$ cat src/rtl/rtc_calendar_core_pkg.sv
// Shared constants and BCD calendar helpers for the century clock.
package century_clock_pkg;
  localparam int         BCD_W    = 8;
  localparam logic [7:0] RST_SEC  = 8'h00;
  localparam logic [7:0] RST_MIN  = 8'h00;
  localparam logic [7:0] RST_HOUR = 8'h00;
  localparam logic [7:0] RST_DAY  = 8'h01;
  localparam logic [7:0] RST_MON  = 8'h01;
  localparam logic [7:0] RST_YEAR = 8'h00;

  function automatic logic bcd_valid(input logic [BCD_W-1:0] b);
    return (b[7:4] <= 4'd9) && (b[3:0] <= 4'd9);
  endfunction

  // A two-digit BCD value is divisible by 4 when an even tens digit pairs
  // with ones 0/4/8, or an odd tens digit pairs with ones 2/6.
  function automatic logic is_leap(input logic [BCD_W-1:0] year_bcd,
                                   input logic [BCD_W-1:0] cent_bcd);
    logic [BCD_W-1:0] v;
    v = (year_bcd == 8'h00) ? cent_bcd : year_bcd;
    if (v[4]) return (v[3:0] == 4'd2) || (v[3:0] == 4'd6);
    else      return (v[3:0] == 4'd0) || (v[3:0] == 4'd4) || (v[3:0] == 4'd8);
  endfunction

  function automatic logic [BCD_W-1:0] days_in_month(input logic [BCD_W-1:0] mon_bcd,
                                                     input logic leap);
    case (mon_bcd)
      8'h04, 8'h06, 8'h09, 8'h11: return 8'h30;
      8'h02:                      return leap ? 8'h29 : 8'h28;
      default:                    return 8'h31;
    endcase
  endfunction
endpackage

$ cat src/rtl/rtc_calendar_core_bcd2_counter.sv
// Two-digit BCD field counter; wraps MAX->MIN, max_in can lower the wrap point.
module bcd2_counter
  import century_clock_pkg::*;
#(
  parameter logic [BCD_W-1:0] MIN     = 8'h00,
  parameter logic [BCD_W-1:0] MAX     = 8'h59,
  parameter logic [BCD_W-1:0] RST_VAL = MIN
) (
  input  logic             clk,
  input  logic             rst,
  input  logic             inc,
  input  logic             load,
  input  logic [BCD_W-1:0] load_val,
  input  logic [BCD_W-1:0] max_in,
  output logic [BCD_W-1:0] value,
  output logic             carry_out
);
  logic [BCD_W-1:0] value_q, value_d, max_eff;
  logic             at_max;

  assign max_eff   = (max_in > MAX) ? MAX : max_in;
  assign at_max    = (value_q == max_eff);
  assign carry_out = inc && at_max;
  assign value     = value_q;

  always_comb begin
    value_d = value_q;
    if (load)
      value_d = load_val;
    else if (inc) begin
      if (at_max)                   value_d = MIN;
      else if (value_q[3:0] == 4'd9) value_d = {value_q[7:4] + 4'd1, 4'd0};
      else                          value_d = {value_q[7:4], value_q[3:0] + 4'd1};
    end
  end

  always_ff @(posedge clk or posedge rst)
    if (rst) value_q <= RST_VAL;
    else     value_q <= value_d;
endmodule

$ cat src/rtl/rtc_calendar_core.sv
// Calendar timekeeping core: prescales ce_in to 1 Hz and advances a BCD
// date/time carry chain in a single edge; accepts validated set commands.
module rtc_calendar_core
  import century_clock_pkg::*;
#(
  parameter int               TICKS_PER_SEC = 100_000,
  parameter logic [BCD_W-1:0] RST_CENT      = 8'h20
) (
  input  logic             clk,
  input  logic             rst,
  input  logic             ce_in,
  input  logic             run,
  input  logic             set_stb,
  input  logic [BCD_W-1:0] set_sec,
  input  logic [BCD_W-1:0] set_min,
  input  logic [BCD_W-1:0] set_hour,
  input  logic [BCD_W-1:0] set_day,
  input  logic [BCD_W-1:0] set_mon,
  input  logic [BCD_W-1:0] set_year,
  input  logic [BCD_W-1:0] set_cent,
  output logic [BCD_W-1:0] sec_bcd,
  output logic [BCD_W-1:0] min_bcd,
  output logic [BCD_W-1:0] hour_bcd,
  output logic [BCD_W-1:0] day_bcd,
  output logic [BCD_W-1:0] mon_bcd,
  output logic [BCD_W-1:0] year_bcd,
  output logic [BCD_W-1:0] cent_bcd,
  output logic             tick_1hz,
  output logic             set_ack,
  output logic             set_err
);
  localparam int            PW       = (TICKS_PER_SEC > 1) ? $clog2(TICKS_PER_SEC) : 1;
  localparam logic [PW-1:0] PRE_LAST = PW'(TICKS_PER_SEC - 1);

  logic [PW-1:0]    pre_q, pre_d;
  logic             tick_q, tick_d, ack_q, ack_d, err_q, err_d;
  logic             ce_run, wrap, set_fields_ok, set_ok, sec_adv;
  logic             sec_c, min_c, hour_c, day_c, mon_c, year_c, cent_carry_unused;
  logic [BCD_W-1:0] dim_cur;

  assign ce_run  = ce_in && run;
  assign wrap    = ce_run && (pre_q == PRE_LAST);
  assign set_ok  = set_stb && set_fields_ok;
  assign sec_adv = wrap && !set_ok;
  assign dim_cur = days_in_month(mon_bcd, is_leap(year_bcd, cent_bcd));

  // Nibble checks make plain magnitude compares valid on the BCD bytes.
  always_comb begin
    set_fields_ok = bcd_valid(set_sec) && bcd_valid(set_min) && bcd_valid(set_hour) &&
                    bcd_valid(set_day) && bcd_valid(set_mon) && bcd_valid(set_year) &&
                    bcd_valid(set_cent) &&
                    (set_sec <= 8'h59) && (set_min <= 8'h59) && (set_hour <= 8'h23) &&
                    (set_mon >= 8'h01) && (set_mon <= 8'h12) && (set_day >= 8'h01) &&
                    (set_day <= days_in_month(set_mon, is_leap(set_year, set_cent)));
  end

  always_comb begin
    pre_d  = pre_q;
    if (set_ok)      pre_d = '0;
    else if (ce_run) pre_d = wrap ? '0 : pre_q + 1'b1;
    tick_d = sec_adv;
    ack_d  = set_ok;
    err_d  = set_stb && !set_fields_ok;
  end

  always_ff @(posedge clk or posedge rst)
    if (rst) begin
      pre_q  <= '0;
      tick_q <= 1'b0;
      ack_q  <= 1'b0;
      err_q  <= 1'b0;
    end else begin
      pre_q  <= pre_d;
      tick_q <= tick_d;
      ack_q  <= ack_d;
      err_q  <= err_d;
    end

  assign tick_1hz = tick_q;
  assign set_ack  = ack_q;
  assign set_err  = err_q;

  bcd2_counter #(.MIN(8'h00), .MAX(8'h59), .RST_VAL(RST_SEC)) u_sec (
    .clk(clk), .rst(rst), .inc(sec_adv), .load(set_ok), .load_val(set_sec),
    .max_in(8'h59), .value(sec_bcd), .carry_out(sec_c));

  bcd2_counter #(.MIN(8'h00), .MAX(8'h59), .RST_VAL(RST_MIN)) u_min (
    .clk(clk), .rst(rst), .inc(sec_c), .load(set_ok), .load_val(set_min),
    .max_in(8'h59), .value(min_bcd), .carry_out(min_c));

  bcd2_counter #(.MIN(8'h00), .MAX(8'h23), .RST_VAL(RST_HOUR)) u_hour (
    .clk(clk), .rst(rst), .inc(min_c), .load(set_ok), .load_val(set_hour),
    .max_in(8'h23), .value(hour_bcd), .carry_out(hour_c));

  bcd2_counter #(.MIN(8'h01), .MAX(8'h31), .RST_VAL(RST_DAY)) u_day (
    .clk(clk), .rst(rst), .inc(hour_c), .load(set_ok), .load_val(set_day),
    .max_in(dim_cur), .value(day_bcd), .carry_out(day_c));

  bcd2_counter #(.MIN(8'h01), .MAX(8'h12), .RST_VAL(RST_MON)) u_mon (
    .clk(clk), .rst(rst), .inc(day_c), .load(set_ok), .load_val(set_mon),
    .max_in(8'h12), .value(mon_bcd), .carry_out(mon_c));

  bcd2_counter #(.MIN(8'h00), .MAX(8'h99), .RST_VAL(RST_YEAR)) u_year (
    .clk(clk), .rst(rst), .inc(mon_c), .load(set_ok), .load_val(set_year),
    .max_in(8'h99), .value(year_bcd), .carry_out(year_c));

  // Century 99->00 wraps with nowhere to carry.
  bcd2_counter #(.MIN(8'h00), .MAX(8'h99), .RST_VAL(RST_CENT)) u_cent (
    .clk(clk), .rst(rst), .inc(year_c), .load(set_ok), .load_val(set_cent),
    .max_in(8'h99), .value(cent_bcd), .carry_out(cent_carry_unused));
endmodule

$ cat config.mk
export PLATFORM = sky130hd
export DESIGN_NAME = rtc_calendar_core
export DESIGN_NICKNAME = d
export VERILOG_FILES = /design/src/rtl/rtc_calendar_core_pkg.sv /design/src/rtl/rtc_calendar_core_bcd2_counter.sv /design/src/rtl/rtc_calendar_core.sv
export SDC_FILE = /design/constraint.sdc
export NUM_CORES = 1
export LEC_CHECK = 0
export CORE_UTILIZATION = 55
export DETAILED_ROUTE_END_ITERATION = 12
export GPL_TIMING_DRIVEN = 1
export PLACE_DENSITY = 0.92
export SYNTH_ARGS = -nofsm -noshare
export SYNTH_HDL_FRONTEND = slang
export SYNTH_HIERARCHICAL = 1
export SYNTH_SLANG_ARGS = --single-unit
$ cat constraint.sdc
create_clock -name clk -period 6.95 [get_ports clk]
set_input_delay 1.0425 -clock clk [delete_from_list [all_inputs] [get_ports clk]]
set_output_delay 1.0425 -clock clk [all_outputs]
set_load 0.02 [all_outputs]
# Word level (Yosys, flattened, before mapping)
# Index checks and enable logic that the tools add are counted.
# word_totals
regBits	76
out_inout_bits	59
rom_bits	0
latchBits	0
mem_bits_rw	0
inputBits	61
word_cells	195
mem_count	0
# op_classes
n_shift	0
reduce_logical	67
eq_ne	33
order_cmp	22
div_mod_pow	0
add_sub_neg	15
mux	40
bitwise	0
multipliers	0
# ops
cell	n
$mux W8	28
$add A4 B1 Y4 const B	14
$le A4 B4 Y1 const B	14
$mux W17	3
$eq A4 B4 Y1 const B	9
$eq A8 B3 Y1 const B	4
$logic_and A1 B1 Y1	31
$eq A8 B5 Y1 const B	3
$reduce_bool A3 Y1	7
$pmux W5 S2	2
$add A17 B1 Y17 const B	1
$eq A17 B17 Y1 const B	1
$eq A4 B3 Y1 const B	4
$eq A8 B2 Y1 const B	2
$eq A8 B4 Y1 const B	2
$eq A8 B7 Y1 const B	2
$eq A8 B8 Y1 const B	2
$ge A8 B1 Y1 const B	2
$le A8 B7 Y1 const B	2
$logic_not A8 Y1	2
$reduce_bool A2 Y1	8
$mux W5	3
$reduce_and A2 Y1	7
$eq A4 B2 Y1 const B	2
other kinds (11)	22

# Longest topological paths before layout
# Gate-level depths: netlist of the first run.
# logic_depth
word_depth	26
ltp_mapped	31
depth_no_buf	25

# By module
# Netlist of the first run, hierarchy kept.
# by_module_without_submodules
module	instances	area_per_inst_um2	seq_area_each_um2	cells_per_inst
rtc_calendar_core	1	1592.8	500.5	194
bcd2_counter (u_min ...)	2	755.7	200.2	89
bcd2_counter (u_cent)	1	809.5	201.4	98
bcd2_counter (u_year)	1	808.3	200.2	98
bcd2_counter (u_mon)	1	745.7	201.4	88
bcd2_counter (u_day)	1	739.5	201.4	86
bcd2_counter (u_hour)	1	673.1	200.2	81

# Worst setup path before layout of the first run
# No wires, ideal clock.
# synth_path
path_kind	input to register
startpoint	in set_year[7]
endpoint	reg u_cent.value_q[7] (netlist: u_cent/value[7])
path_slack_ps	-1006
setup_time_ps	66
n_path_buf	6
required_time_ps	6884
path_stages	31
t_arrival_ps	7890
path_cell_list	or4_1 > nor2_1 > a21oi_1 > or3_1 > a32oi_1 > ha_1 > nand3_1 > a21boi_0 > o21ai_0 > nor4_4 > buf_6 > nor2_1 > clkbuf_1 > and2_1 > clkbuf_1 > and2_1 > inv_1 > nor3_1 > clkbuf_1 > inv_1 > nor4_2 > inv_1 > nor4_1 > clkbuf_1 > and4_4 > clkbuf_1 > or2_2 > a21oi_1 > a311o_1 > a31oi_1 > o32a_1
# synth_between
elab_chain_len	22
elab_cells_between_ends	38
cone_classes	order compare: 2; eq/ne: 4; mux: 5; reduce/logical: 27
# synth_lines
element	line	source
from (decl)	rtc_calendar_core.sv:19	input logic [BCD_W-1:0] set_year,
parallel branches: the longest is 10 deep, another holds $le A8 B8 Y1	n/a	
$logic_and A1 B1 Y1 (*)	rtc_calendar_core.sv:53	(set_mon >= 8'h01) && (set_mon <= 8'h12) && (set_day >= 8'h01) &&
$logic_and A1 B1 Y1 (*)	rtc_calendar_core.sv:43	assign set_ok = set_stb && set_fields_ok;
net ack_d	rtc_calendar_core.sv:36	logic tick_q, tick_d, ack_q, ack_d, err_q, err_d;
$logic_not A1 Y1 (*)	rtc_calendar_core.sv:44	assign sec_adv = wrap && !set_ok;
$logic_and A1 B1 Y1 (*)	rtc_calendar_core.sv:44	
net sec_adv	rtc_calendar_core.sv:37	logic ce_run, wrap, set_fields_ok, set_ok, sec_adv;
$logic_and A1 B1 Y1 (*)	rtc_calendar_core_bcd2_counter.sv:23	assign carry_out = inc && at_max;
net sec_c	rtc_calendar_core.sv:38	logic sec_c, min_c, hour_c, day_c, mon_c, year_c, cent_carry_unused;
[1 not listed]	n/a	
net min_c	rtc_calendar_core.sv:38	
[1 not listed]	n/a	
net hour_c	rtc_calendar_core.sv:38	
$logic_and A1 B1 Y1 (*)	rtc_calendar_core_bcd2_counter.sv:23	
net day_c	rtc_calendar_core.sv:38	
$logic_and A1 B1 Y1 (*)	rtc_calendar_core_bcd2_counter.sv:23	
net mon_c	rtc_calendar_core.sv:38	
$logic_and A1 B1 Y1 (*)	rtc_calendar_core_bcd2_counter.sv:23	
net year_c	rtc_calendar_core.sv:38	
$reduce_bool A2 Y1 (no source line) (*)	n/a	
$reduce_and A2 Y1 (no source line) (*)	n/a	
to (signal assigned)	rtc_calendar_core_bcd2_counter.sv:39	else value_q <= value_d;
to (decl)	rtc_calendar_core_bcd2_counter.sv:18	logic [BCD_W-1:0] value_q, value_d, max_eff;
# Mark *: on every way through the listed nets, which the timed path passes.
# A chain may end at the register's enable or synchronous reset.

# Worst setup path in the final report of the first run
# layout_path
startpoint	in set_year[4]
endpoint	reg u_cent.value_q[7] (netlist: u_cent/value[7])
# layout_between
elab_chain_len	22
elab_cells_between_ends	38
cone_classes	order compare: 2; eq/ne: 4; mux: 5; reduce/logical: 27
# layout_lines
element	line
parallel branches: the longest is 10 deep, another holds $le A8 B8 Y1	n/a
$logic_and A1 B1 Y1 (*)	rtc_calendar_core.sv:53
$logic_and A1 B1 Y1 (*)	rtc_calendar_core.sv:43
$logic_not A1 Y1 (*)	rtc_calendar_core.sv:44
$logic_and A1 B1 Y1 (*)	rtc_calendar_core.sv:44
net sec_adv	rtc_calendar_core.sv:37
$logic_and A1 B1 Y1 (*)	rtc_calendar_core_bcd2_counter.sv:23
net sec_c	rtc_calendar_core.sv:38
[1 not listed]	n/a
net min_c	rtc_calendar_core.sv:38
[1 not listed]	n/a
net hour_c	rtc_calendar_core.sv:38
$logic_and A1 B1 Y1 (*)	rtc_calendar_core_bcd2_counter.sv:23
net day_c	rtc_calendar_core.sv:38
$logic_and A1 B1 Y1 (*)	rtc_calendar_core_bcd2_counter.sv:23
net mon_c	rtc_calendar_core.sv:38
$logic_and A1 B1 Y1 (*)	rtc_calendar_core_bcd2_counter.sv:23
net year_c	rtc_calendar_core.sv:38
$reduce_bool A2 Y1 (no source line) (*)	n/a
$reduce_and A2 Y1 (no source line) (*)	n/a
# Marks and branches as above.

==> results of run 1 <==
[where the power goes]
| part | total [mW] | switching (mW) | internal, mW |
|---|---|---|---|
| Sequential | 0.473 | 0.0173 | 0.456 |
| Combinational | 0.152 | 0.0852 | 0.0670 |
| Clock | 0.473 | 0.197 | 0.276 |
[metal layers]
layer	GRT usage, %	share of wire (%)	vias up
met5	0	0	-
met3	5.10	7.7	45
met4	10.4	2.3	0
met2	53.2	48	355
met1	39.3	42	3448
li1	-	-	3551
[kinds of logic (layout without fill, tap and decap cells)]
family                   after synthesis  in the layout  synth area share (%)
AO/OA/AOI/OAI                        271            271                  29.2
XOR/XNOR                              39             39                  4.96
adder cells (fa/ha/maj)               25             25                  4.55
buffers and inverters                 74            193                  4.62
flip-flops                            76             76                  27.7
multiplexers                          15             15                  2.25
other                                  2            193                 0.109
AND/OR/NAND/NOR                      321            321                  26.7
[through the flow]
step / hold WS (ns) / setup WS (ns) / cell area, um^2 / utilization, %
global route: 0.571 / 0.0368 / 9260 / 76.4
detailed placement: 0.537 / 0.0365 / 8930 / 73.7
finish: 0.557 / 0.454 / 9260 / 76.4
CTS: 0.555 / 0.349 / 9220 / 76.1
global placement: 0.537 / 0.136 / 8930 / 73.7
floorplan: 0.516 / 0.000282 / 7620 / -
[state kept, by name (all words and copies together) (netlist names), 8 cells and up]
signal / cells
pre_q: 17
u_mon/value: 8
u_year/value: 8
u_sec/value: 8
u_day/value: 8
u_cent/value: 8
u_hour/value: 8
u_min/value: 8
[cell type report]
cell class                      instances  area share (%)
Clock buffer                            9            2.43
Clock inverter                          7           0.730
Sequential cell                        76            20.6
Inverter                               46            1.87
Multi-Input combinational cell        864            58.3
Timing Repair Buffer                  131            13.8
Tap cell                              168            2.27
[path summary, 6_finish.rpt]
kind                                               endpoint  cells past startpoint
min in group asynchronous       u_cent/value[0]$_DFFE_PP0P_                      2
worst max register to register  u_cent/value[7]$_DFFE_PP0P_                     16
worst min-delay path                  pre_q[16]$_DFFE_PP0P_                      2
max in group asynchronous                 set_ack$_DFF_PP0_                      2
worst max-delay path            u_cent/value[7]$_DFFE_PP0P_                     26
worst min register to register        pre_q[16]$_DFFE_PP0P_                      2
[synthesized netlist by cell type, types with 10 or more instances]
cell,number
and3_1,16
a31oi_1,10
clkbuf_1,18
mux2i_1,11
inv_1,45
ha_1,25
xnor2_1,21
nor3_1,32
nand2b_1,14
nand4_1,13
o31ai_1,16
nand3_1,19
o31a_1,10
nor2_1,60
o21ai_0,39
dfrtp_1,73
nand2_1,59
or3_1,12
xor2_1,18
nor4_1,11
a21oi_1,67
[layout by cell type (no fill, tap or decap), types with 9 or more instances in the layout]
cell type	instances
conb_1	193
clkdlybuf4s50_1	119
dfrtp_1	73
a21oi_1	67
nand2_1	59
nor2_1	59
inv_1	44
o21ai_0	38
nor3_1	31
ha_1	25
xnor2_1	21
nand3_1	19
xor2_1	18
o31ai_1	16
and3_1	16
nand2b_1	14
nand4_1	13
or3_1	12
buf_4	12
nor4_1	11
mux2i_1	11
o21ai_1	10
a31oi_1	10
o31a_1	10
nor2b_1	9
clkbuf_16	9
[what timing repair did]
| item | CTS | global route |
|---|---|---|
| setup endpoints to repair | 0 | 2 |
| resized for setup | 0 | 1 |
| setup buffers | 0 | 4 |
[worst max-delay path, stage by stage]
cell	delay (ns)
clkdlybuf4s50_1	0.46
or4_1	0.58
nor2_2	0.23
a21oi_1	0.09
or3_1	0.35
a32oi_1	0.28
ha_1	0.28
nand3_1	0.07
a21boi_0	0.09
o21ai_1	0.26
nor4_4	0.08
nor2_1	0.13
and2_1	0.16
and2_4	0.18
inv_1	0.11
nor3_2	0.24
inv_1	0.15
nor4_4	0.27
inv_2	0.11
nor4_1	0.38
and4_4	0.34
or2_2	0.16
a21oi_1	0.08
a311o_1	0.32
a31oi_1	0.14
o32a_1	0.17
==> impl_metrics.py, run 1 <==
metrics = {
    "critical_path": {
        "cp-startpoint": "set_year[4]",
        "crit_fanout": 7,
        "reg2reg_setup_slack_ns": 2.29,
        "critPathRequiredTime_ns": 7.23,
        "crit_arrival_ns": 6.78,
        "critPathKind": "input port to flip-flop",
        "cp-end-kind": "flip-flop",
        "startpoint_type": "input port",
        "timing.rr.start": "u_year/value[2]$_DFFE_PP0P_",
    },
    "drt": {
        "drt.antenna.violating_nets": 0,
        "viasPerCell": 5.69,
        "vias": 7399,
        "routed_wl_mm": 19.8,
        "drc": 0,
        "dr.pass1.iters": 6,
        "first_iter_violations": 633,
        "wl_per_cell_um": 15.2,
    },
    "clock_tree": {
        "path_clk_slew_ns": 0.06,
        "cts_hold_buf": 0,
        "max-clock-path-buffers": 2,
        "cts_sinks": 76,
        "cts_tree": "done",
        "h-tree-depth": 3,
        "cts_root_buf": "clkbuf_16",
        "clock_latency_ns": 0.34,
        "cts_buffers": 9,
    },
    "floorplanning": {
        "io_pins": 120,
        "coreArea_um2": 12100,
        "start_util_pct": 56.8,
        "die_area_um2": 13000,
        "die_h_um": 114,
        "num_rows": 40,
        "fp.dieW_um": 114,
    },
    "power_and_ir_drop": {
        "leakagePower_nw": 4.13,
        "powerDensity_nw_per_um2": 119,
        "peakVddDrop_mv": 0.101,
        "p_total_mw": 1.10,
    },
    "synthesis": {
        "yosysTopAreaCellShare_pct": 26.6,
        "synth_enable_flop_cells": 0,
        "ys.flop_type": "dfrtp_1",
        "yosysUniqueCellTypes": 99,
        "synthTopCellsByArea": "dfrtp_1 (27%), a21oi_1 (4.9%), ha_1 (4.5%)",
        "avgSynthCellArea_um2": 8.36,
        "ys_seq_area_share_pct": 27.7,
        "ys_seq_elements": 76,
        "async_reset_ff_share_pct": 100,
        "syn_area_um2": 6880,
        "yosysWarningCount": 6,
        "syn_inst": 823,
        "yosysTopAreaCell": "dfrtp_1",
    },
    "timing": {
        "max_freq_mhz": 154,
        "fin_setup_tns_ns": 0,
        "layout_min_cycle_time_ns": 6.50,
        "final_max_slew_viol_count": 0,
        "rsz0062_at_grt": "no",
        "hold_viol": 0,
        "slew_headroom_pct": 31.0,
        "fin_crit_sh_pct": 93.5,
        "finalSetupViolations": 0,
        "tightest_slew_ns": 1.03,
        "fin_skew_ns": 0.00769,
    },
    "placement": {
        "gp_congestion": 1.04,
        "port_buffers": 119,
        "hpwl_mm": 14.6,
        "dp_cells": 1281,
    },
    "outcome": {
        "run_status": "finished, final reports clean",
    },
    "layout": {
        "synthToLayoutAreaGrowth_pct": 34.5,
        "nets": 1214,
        "register_area_um2": 1910,
        "layout-drive-gt1-share_pct": 7.94,
        "final_cells": 1301,
        "multi_input_area_um2": 5390,
        "diodes": 0,
        "n_fill_cell": 893,
    },
    "global_routing": {
        "globalRouteOverflowTotal": 0,
        "grt_pass1_wl_mm": 32.1,
        "antenna_found_initial": 0,
        "grt_pass1_vias": 6690,
        "grt_max_degree": 80,
        "track_usage_pct": 30.8,
    },
    "worst_hold_path": {
        "hold_class": "flip-flop to flip-flop",
        "hold_start": "pre_q[16]$_DFFE_PP0P_",
    },
    "flow_run": {
        "max_cap_violations": 0,
    },
}
Note: power is estimated with default switching activity, not from simulation.
==> run 2, diff against run 1 <==
- CORE_UTILIZATION: 55 -> 49
- PLACE_DENSITY: 0.92 -> 0.87
- SLEW_MARGIN: not set -> 30
- clock period: 6.95 -> 5.4 ns (I/O delays scaled with it)
==> run 2 against run 1 <==
  * Sequential power increased by 28%
  * Worst setup slack got worse by 0.33 ns
  * Routed wire length up 1.7%
  * Critical path type unchanged
  * Highest routed layer unchanged
==> impl_metrics.py, run 2 (synthesis gave the netlist of run 1 again) <==
metrics = {
    "placement": {
        "port_buffers": 119,
        "hpwl_mm": 14.8,
        "dp_cells": 1318,
        "gp_congestion": 0.902,
    },
    "critical_path": {
        "rr_worst_depth": 17,
        "cp_top_family": "simple AND/OR/NAND/NOR gates",
        "timing.rr.start": "u_year/value[2]$_DFFE_PP0P_",
        "cp_slowest_cell": "or4_4",
        "startpoint_type": "input port",
        "reg2reg_setup_slack_ns": 0.79,
        "cp_slowest_stage_delay_ns": 0.56,
        "crit_arrival_ns": 5.54,
        "critPathKind": "input port to flip-flop",
        "critPathRequiredTime_ns": 5.67,
        "crit_buf_inv": 5,
        "crit_fanout": 3,
        "r2r_end": "u_cent/value[7]$_DFFE_PP0P_",
        "cp-end-kind": "flip-flop",
    },
    "layout": {
        "final_cells": 1338,
        "synthToLayoutAreaGrowth_pct": 39.7,
        "diodes": 0,
        "top_register": "pre_q",
        "layout-drive-gt1-share_pct": 12.0,
        "largest_reg_flops": 17,
        "nets": 1243,
        "layout.cells.most_common": "conb_1",
        "mostFrequentLayoutCells": "conb_1 (193), clkdlybuf4s50_1 (109), dfrtp_1 (73)",
    },
    "floorplanning": {
        "start_util_pct": 51.1,
        "die_area_um2": 14500,
        "coreArea_um2": 13500,
        "num_rows": 42,
        "io_pins": 120,
        "die_h_um": 120,
        "fp.dieW_um": 120,
    },
    "power_and_ir_drop": {
        "leakagePower_nw": 4.39,
        "peakVddDrop_mv": 0.105,
        "powerDensity_nw_per_um2": 148,
        "p_total_mw": 1.42,
    },
    "drt": {
        "viasPerCell": 5.57,
        "first_iter_violations": 741,
        "routed_wl_mm": 20.1,
        "drt.antenna.violating_nets": 0,
        "drc": 0,
        "vias": 7449,
        "dr.pass1.iters": 6,
        "wl_per_cell_um": 15.0,
    },
    "timing": {
        "max_freq_mhz": 190,
        "hold_viol": 0,
        "tightest_slew_ns": 0.979,
        "slew_headroom_pct": 34.3,
        "fin_skew_ns": 0.00824,
        "fin_crit_sh_pct": 97.6,
        "final_max_slew_viol_count": 0,
        "finalSetupViolations": 0,
        "layout_min_cycle_time_ns": 5.27,
    },
    "clock_tree": {
        "path_clk_slew_ns": 0.06,
        "h-tree-depth": 3,
        "cts_sinks": 76,
        "cts_root_buf": "clkbuf_16",
        "cts_hold_buf": 0,
        "max-clock-path-buffers": 2,
        "cts_tree": "done",
        "cts_buffers": 9,
        "clock_latency_ns": 0.34,
    },
    "global_routing": {
        "grt_pass1_wl_mm": 32.7,
        "antenna_found_initial": 0,
        "globalRouteOverflowTotal": 0,
        "track_usage_pct": 28.2,
        "grt_pass1_vias": 6817,
        "grt_max_degree": 82,
    },
    "worst_hold_path": {
        "hold_class": "flip-flop to flip-flop",
        "hold_end": "pre_q[16]$_DFFE_PP0P_",
        "hold_start": "pre_q[16]$_DFFE_PP0P_",
        "worstHoldPathCells": 2,
    },
    "outcome": {
        "run_status": "finished, final reports clean",
    },
    "flow_run": {
        "max_cap_violations": 0,
    },
}
run 2: changes by cell type in the layout (fill, tap and decap cells not counted), sizes merged:
| cell | delta |
|---|---|
| buf | +28 |
| dlymetal6s2s | +10 |
| clkdlybuf4s50 | -10 |
| inv | +1 |
| clkinv | -1 |
| clkbuf | +2 |
| clkinvlp | -1 |
run 2: metal layers:
metal	wire [um]	part of all wire (%)	global-route usage, %
met1	8500	42	36.6
met2	9770	49	47.2
met3	1420	7.0	4.76
met4	418	2.1	9.49
met5	0	0	0
run 2: cell type report:
class / count / area [um^2]
clock buffers: 10 / 229
fillers: 1083 / 3840
multi-input cells: 864 / 5490
well taps: 176 / 220
clock inverters: 6 / 63.8
repair buffers: 160 / 1520
inverters: 46 / 178
flip-flops and latches: 76 / 1910
run 2: how the worst max path moves through the flow:
stage,start,endpoint,slack (ns),cells after the start
2_1_floorplan,set_year[0],u_cent/value[7]$_DFFE_PP0P_,-0.73,31
3_3_place_gp,set_year[0],u_cent/value[7]$_DFFE_PP0P_,-0.26,27
3_5_place_dp,set_year[5],u_cent/value[7]$_DFFE_PP0P_,-0.37,27
4_1_cts,set_year[5],u_cent/value[7]$_DFFE_PP0P_,0.004,27
5_1_grt,set_cent[1],u_cent/value[7]$_DFFE_PP0P_,-0.06,26
6_report,set_year[2],u_cent/value[7]$_DFFE_PP0P_,0.13,27
run 2: where the power goes:
group / internal, mW / switching, mW / total [mW]
clock: 0.358 / 0.247 / 0.605
combinational: 0.0937 / 0.116 / 0.209
sequential: 0.586 / 0.0203 / 0.607
total: 1.04 / 0.383 / 1.42
run 2: repair_timing:
| item | CTS | global route |
|---|---|---|
| setup buffers | 0 | 3 |
| gates cloned | 0 | 0 |
| pin swaps | 1 | 16 |
| resized for setup | 1 | 23 |
| endpoints found under the setup margin | 2 | 14 |
run 2: per-stage QoR:
stage                     hold slack (ns)  TNS [ns]  utilization (%)  worst slack, ns  cell area, um^2
final                               0.555         0             71.4            0.127             9610
after global routing                0.579   -0.0611             71.4          -0.0611             9610
after CTS                           0.558         0             70.6          0.00420             9500
after detailed placement            0.539     -2.67             68.4           -0.371             9200
after global placement              0.540     -1.67             68.4           -0.258             9200
after floorplan                     0.516     -5.60                -           -0.733             7690
run 2: worst min-delay path: cells and delay by family (launching register included):
kind | cells | cell delay [ns]
flops | 1 | 0.36
xor+xnor | 1 | 0.12
simple gates | 1 | 0.04
